## config.mk

```make
export PLATFORM = sky130hd
export DESIGN_NAME = gamepad_pmod_transmitter
export DESIGN_NICKNAME = d
export VERILOG_FILES = /design/src/rtl/gamepad_pmod_transmitter.sv
export SDC_FILE = /design/constraint.sdc
export NUM_CORES = 1
export LEC_CHECK = 0
export CAP_MARGIN = 10
export CORE_MARGIN = 3
export CORE_UTILIZATION = 24
export CTS_CLUSTER_SIZE = 16
export DETAILED_ROUTE_END_ITERATION = 8
export SLEW_MARGIN = 40
export SYNTH_ARGS = -nofsm -noshare
export SYNTH_HDL_FRONTEND = slang
export SYNTH_SLANG_ARGS = --single-unit
```

## constraint.sdc

```tcl
create_clock -name clk -period 2.2 [get_ports clk]
set_clock_uncertainty 0.05 [all_clocks]
set_input_delay 0.22 -clock clk [delete_from_list [all_inputs] [get_ports clk]]
set_output_delay 0.22 -clock clk [all_outputs]
set_load 0.005 [all_outputs]
```

## src/rtl/gamepad_pmod_transmitter.sv

```systemverilog
// gamepad_pmod_transmitter
//
// Transmitting end of the three-wire Gamepad Pmod link. Each frame starts
// by taking a snapshot of the button word. The word is shifted out MSB-first
// on pmod_data, one bit per pmod_clk period. A latch pulse and an idle gap
// follow. Frames repeat while enable is high.
//
// Ports:
//   clk         system clock
//   reset       asynchronous, active-high reset
//   enable      start a new frame when seen high in IDLE
//   present     0 sends an all-ones frame ("no controller")
//   buttons     button word, 1 = pressed, MSB sent first
//   pmod_data   serial data, stable for HALF_PERIOD cycles around each clk rise
//   pmod_clk    serial clock, high exactly in CLK_HI cycles
//   pmod_latch  latch, high exactly in LATCH cycles
//   busy        high in every state except IDLE
//   frame_done  one-cycle pulse on the first GAP cycle
//
// Every output is a flop. The registered outputs are computed from the
// next state, so each one tracks the state register with no added cycle.
module gamepad_pmod_transmitter #(
  parameter int BIT_WIDTH   = 12,
  parameter int HALF_PERIOD = 4,
  parameter int GAP_CYCLES  = 16
) (
  input  logic                 clk,
  input  logic                 reset,
  input  logic                 enable,
  input  logic                 present,
  input  logic [BIT_WIDTH-1:0] buttons,
  output logic                 pmod_data,
  output logic                 pmod_clk,
  output logic                 pmod_latch,
  output logic                 busy,
  output logic                 frame_done
);

  localparam logic [2:0] IDLE   = 3'd0;
  localparam logic [2:0] LOAD   = 3'd1;
  localparam logic [2:0] CLK_LO = 3'd2;
  localparam logic [2:0] CLK_HI = 3'd3;
  localparam logic [2:0] LATCH  = 3'd4;
  localparam logic [2:0] GAP    = 3'd5;

  localparam int PHASE_MAX = (HALF_PERIOD > GAP_CYCLES) ? HALF_PERIOD : GAP_CYCLES;
  localparam int PW        = (PHASE_MAX > 1) ? $clog2(PHASE_MAX) : 1;
  localparam int BCW       = $clog2(BIT_WIDTH + 1);

  localparam logic [PW-1:0]  HALF_LAST = PW'(HALF_PERIOD - 1);
  localparam logic [PW-1:0]  GAP_LAST  = PW'(GAP_CYCLES - 1);
  localparam logic [BCW-1:0] BITS_INIT = BCW'(BIT_WIDTH);
  localparam logic [BCW-1:0] LAST_BIT  = BCW'(1);

  logic [2:0]           state;
  logic [2:0]           state_next;
  logic [PW-1:0]        phase;
  logic [BCW-1:0]       bit_cnt;
  logic [BIT_WIDTH-1:0] shift_reg;
  logic                 half_done;
  logic                 gap_done;

  assign half_done = (phase == HALF_LAST);
  assign gap_done  = (phase == GAP_LAST);

  // The MSB of the shift register is itself a flop, so data needs no extra stage.
  assign pmod_data = shift_reg[BIT_WIDTH-1];

  always_comb begin
    state_next = state;
    case (state)
      IDLE:    if (enable)    state_next = LOAD;
      LOAD:                   state_next = CLK_LO;
      CLK_LO:  if (half_done) state_next = CLK_HI;
      CLK_HI:  if (half_done) state_next = (bit_cnt == LAST_BIT) ? LATCH : CLK_LO;
      LATCH:   if (half_done) state_next = GAP;
      GAP:     if (gap_done)  state_next = IDLE;
      default:                state_next = IDLE;
    endcase
  end

  always_ff @(posedge clk or posedge reset) begin
    if (reset) begin
      state      <= IDLE;
      phase      <= '0;
      bit_cnt    <= '0;
      shift_reg  <= '0;
      pmod_clk   <= 1'b0;
      pmod_latch <= 1'b0;
      busy       <= 1'b0;
      frame_done <= 1'b0;
    end else begin
      state <= state_next;

      // The phase counter restarts on every state change. It stays at 0 in IDLE.
      if (state_next != state) begin
        phase <= '0;
      end else if (state != IDLE) begin
        phase <= phase + 1'b1;
      end

      pmod_clk   <= (state_next == CLK_HI);
      pmod_latch <= (state_next == LATCH);
      busy       <= (state_next != IDLE);
      frame_done <= (state == LATCH) && (state_next == GAP);

      if (state == LOAD) begin
        shift_reg <= present ? buttons : '1;
        bit_cnt   <= BITS_INIT;
      end else if ((state == CLK_HI) && half_done) begin
        // Shifting at the end of CLK_HI gives a full half period of hold
        // after the rise. Zero fill leaves pmod_data low during LATCH.
        shift_reg <= {shift_reg[BIT_WIDTH-2:0], 1'b0};
        bit_cnt   <= bit_cnt - 1'b1;
      end
    end
  end

endmodule

```

Word-level counts from Yosys, hierarchy flattened. Cells that the tools add are included.

Output and inout port bits: 5. Bits of input ports: 16. Register bits after elaboration: 27. Logic and storage cells: 43.

Mux-type cells: 14. Eq/ne operators: 12. Reduce and logical (&&, ||, !) cells: 7. $add $sub $neg: 2.

Operators with widths (number): $mux W12 (3); $mux W3 (6); $pmux W3 S6 (1); $mux W4 (4); $eq A3 B3 Y1 const B (4); $eq A3 B2 Y1 const B (3); $reduce_bool A3 Y1 (2); $add A4 B1 Y4 const B (1); $eq A4 B1 Y1 const B (1); $eq A4 B2 Y1 const B (1); $eq A4 B4 Y1 const B (1); $reduce_bool A2 Y1 (2); $sub A4 B1 Y4 const B (1); $eq A3 B1 Y1 const B (1); $logic_not A3 Y1 (1); $ne A3 B3 Y1 (1); $logic_and A1 B1 Y1 (2).

Longest topological paths before layout.
Depth in word-level cells: 6. Mapped depth: 7. Gate-level depth less buffers: 6.

Worst setup path before layout. Ideal clock, no wire load.

Path kind: register -> register. Start point: register phase[0]. End point: register busy. Data required time: 2012 ps. Arrival: 1638 ps. Clock period less this slack: 1827 ps. Path buffers: 1. Slack: 373 ps. Stages on the path, launching flop included: 6. Setup time: 138 ps. Path through: dfrtp_1 > ha_1 > nor3b_2 > buf_6 > a32o_1 > or4_1.

Longest elaborated chain between the ends: 4. Elaborated cells between the ends (all ways): 8. Those cells by class: eq/ne (2); mux (5); reduce/logical (1).

RTL lines: start, declared (RTL line 57) `logic [PW-1:0] phase;`; start signal, assigned (RTL line 99) `phase <= phase + 1'b1;`; $eq A4 B4 Y1 / $eq A4 B2 Y1 (equally long branches) (RTL line 64, 63); $mux W3, on equally long branches; $pmux W3 S6 * (RTL line 71) `case (state)`; named net state_next[2] (RTL line 56) `logic [2:0] state_next;`; $reduce_bool A3 Y1 * (RTL line 104) `busy <= (state_next != IDLE);`; end signal, assigned (RTL line 104); end, declared (RTL line 35) `output logic busy,`.

The timed path passes the listed nets; every way through them passes the cells marked *. A chain may end at the register's enable or synchronous reset.

Worst setup path after layout.
Start point: register phase[0]. End point: register busy.

Longest elaborated chain between the ends: 4. Elaborated cells between the ends (all ways): 8. Those cells by class: eq/ne (2); mux (5); reduce/logical (1).

RTL lines (RTL line): $eq A4 B4 Y1 / $eq A4 B2 Y1 (equally long branches) (64, 63); $mux W3, on equally long branches; $pmux W3 S6 * (71); $reduce_bool A3 Y1 * (104).

Mark *: on every way between the ends. The rest lies on a longest branch, timed or not.

==> metrics <==
RSZ-0062 raised after global routing=false; Post-DRT Antenna Nets=0; HPWL Detailed=a little under 2000 µm; IO Port Bufs=20; #FFs+latches synth=27; mux cell area share after synthesis=1.429%; Distinct cells, synth=33; Rows=27; Worst Max-Slew Pin Slew=between 600 and 700 ps; status=complete, no violations; WHS=257.1 ps; Tot Pwr=1.761 mW; antenna cells=0; Async SR Flop Fraction=100.0%; Power per Cell Area=~1000 nW/µm²; slowest CP cell=or4_1; maxcap violations=0; top cells by area, synth=dfrtp_1 (48%), nand2_1 (8.0%), nor3b_1 (6.4%); fin crit share=between 90 and 100%; Vias per Instance=around 4.5; largest stage delay on the critical path=~510 ps; Pins Over Slew Limit=0; R2R cell count=5; DRC=0; most common cell in the netlist=nand2_1; Worst path top cell family by delay=simple AND/OR/NAND/NOR gates; final setup violation count=0; Clock Path Buffers=2; HP Class=primary input to async pin; Mapped Cells=149; GRT Resource Usage Total=between 9 and 10%; max FFs per register=12; first-pass GRT wire length=between 4000 and 5000 µm; CP Data Arrival Time=2080 ps; number of global-route vias before repair=around 1.1k; EDFF count, synth=0; Die ar.=between 6000 and 7000 µm²; Root Driver=clkbuf_8; final std cell area, no fill=1738 µm²; post-synthesis compound-gate area fraction=a little under an eighth; CP Buf/Inv Count=0; critical path class=register to register; final core area utilization=a little under a third; clock latency on the worst-skew pair=around 270 ps; Commonest cells post-synth=nand2_1 (30), dfrtp_1 (27), nor3b_1 (12); Total Wirelength=about 2700 µm; switching pwr=approximately 0.61 mW; Net Sw Frac=a little over a third; Fmax achieved=504.8 MHz; post-route minimum period=slightly below 2000 ps; CTS tree=done; Final Hold Vio Count=0; largest family of logic cells by synthesized area=simple AND/OR/NAND/NOR gates; clock group share of total power=~16%; initial antenna violation count=0; Cell Chain, Critical Path=ha_1 -> nor3b_4 -> nand2b_1 -> a21oi_1 -> or4_1; Mapped Area=approximately 1400 µm²; share of layout cells above drive strength 1=a little over 7%; Slew HR=59.80%; Ports=21; fin nets=190; Lkg Pwr=0.7059 nW; Area after DPL=between 1500 and 2000 µm²; r2r setup slk=220 ps; Req. time, crit path=around 2300 ps; # fillers=590; Multi-input gate area=655.6 µm²; Die Width=between 80 and 90 µm; Seq/Total Area, Yosys=roughly half; chip height=approximately 82 µm; First-pass DRT Iterations=4; H-tree depth=1; cell accounting for the most synthesized area=dfrtp_1; global placer's final weighted congestion=about 0.78; CTS Sinks=27; syn nets=~170; Post-Synth Simple-Gate Area=between 20% and 30%; Starting Density=between 20% and 30%; core area=about 5600 µm²; Int Power=around 1.1 mW; Inserted Clock Buffers=3; CP startpoint kind=register; Synth Warn #=0; CTS clock-pin slew for the worst setup and hold paths=around 90 ps; vias=approximately 1.1k; grt ovf=0; Post-Synth XOR/XNOR Area=about 3.8%; Gate power share=35.2%; r2r startpoint=phase[0]; RR Endpoint=busy; Yosys top cell area share=roughly half; maximum vdd drop=251.8 µV; Reg area=~680 µm²; crit path capture type=register; worst-path maximum fanout=11; Setup TNS=0 ps; area grow syn2layout=24.02%; CTS hold repair buffers=0; initial DRC count=36; sequential share of power=between 40% and 50%; Wirelength per Cell=11.36 µm; ys flop type=dfrtp_1; Mean Syn Cell Area=9.405 µm²; Synth Area in Adders=~2.7%; largest net degree at the start of global routing=28
==> cell usage in the layout (no fill, tap or decap), types with 4 or more instances in the layout <==
cell type / instances
xor2_1: 4
nor3_1: 7
inv_1: 5
clkdlybuf4s50_1: 20
dfrtp_1: 27
nand3_1: 4
buf_4: 7
nand2_1: 30
a31oi_1: 11
a21oi_1: 6
nor3b_1: 12
==> metrics by stage <==
stage / setup WS (ps) / cells
finish: 219.1 / 242
global route: 75.79 / 242
CTS: 99.50 / 242
detailed placement: 108.6 / 238
global placement: 180.1 / 238
floorplan: 373.4 / 149
==> cell families after synthesis <==
family / after synthesis
compound gates: 26
xor+xnor: 6
fa+ha+maj: 3
buf+inv: 15
flops: 27
mux: 2
simple gates: 70
==> routing by layer <==
metal | track usage, % | vias up | share of wire (%)
met5 | 0 | - | 0
met4 | 3.987 | 0 | 1.8
met3 | 1.735 | 5 | 3.2
met2 | 13.94 | 15 | 47
met1 | 12.53 | 517 | 48
li1 | - | 561 | -
==> how the worst max path moves through the flow <==
stage / slack [ps] / depth (start not counted) / endpoint / from
4_1_cts: 100 / 5 / busy / phase[0]
6_report: 220 / 5 / busy / phase[0]
5_1_grt: 80 / 5 / busy / phase[0]
3_3_place_gp: 180 / 5 / busy / phase[0]
2_1_floorplan: 370 / 5 / busy / phase[0]
3_5_place_dp: 110 / 5 / busy / phase[0]
==> worst reg2reg max path, delay by kind of cell (launching register included) <==
family                   cells  cell delay, ps
AO/OA/AOI/OAI                1             100
adder cells (fa/ha/maj)      1             240
flip-flops                   1             390
AND/OR/NAND/NOR              3            1080
==> power groups by stage <==
stage | logic, mW | registers [mW] | clock network (mW)
after floorplan | 0.476 | 0.820 | 0
after global placement | 0.600 | 0.861 | 0
after detailed placement | 0.619 | 0.865 | 0
after CTS | 0.624 | 0.855 | 0.292
after global routing | 0.716 | 0.890 | 0.322
final | 0.620 | 0.860 | 0.282
==> layout make-up <==
cell class / instances / area share, %
Sequential cell: 27 / 38.88
Tap cell: 72 / 5.184
Inverter: 5 / 1.080
Clock buffer: 4 / 2.592
Multi-Input combinational cell: 107 / 37.72
Timing Repair Buffer: 27 / 14.54
==> what timing repair did <==
item | 4_1_cts | 5_1_grt
setup buffers | 0 | 0
resized for setup | 0 | 1
setup endpoints to repair | 0 | 1
endpoints found under the hold margin | 0 | 0
(Power assumes the default switching activity.)
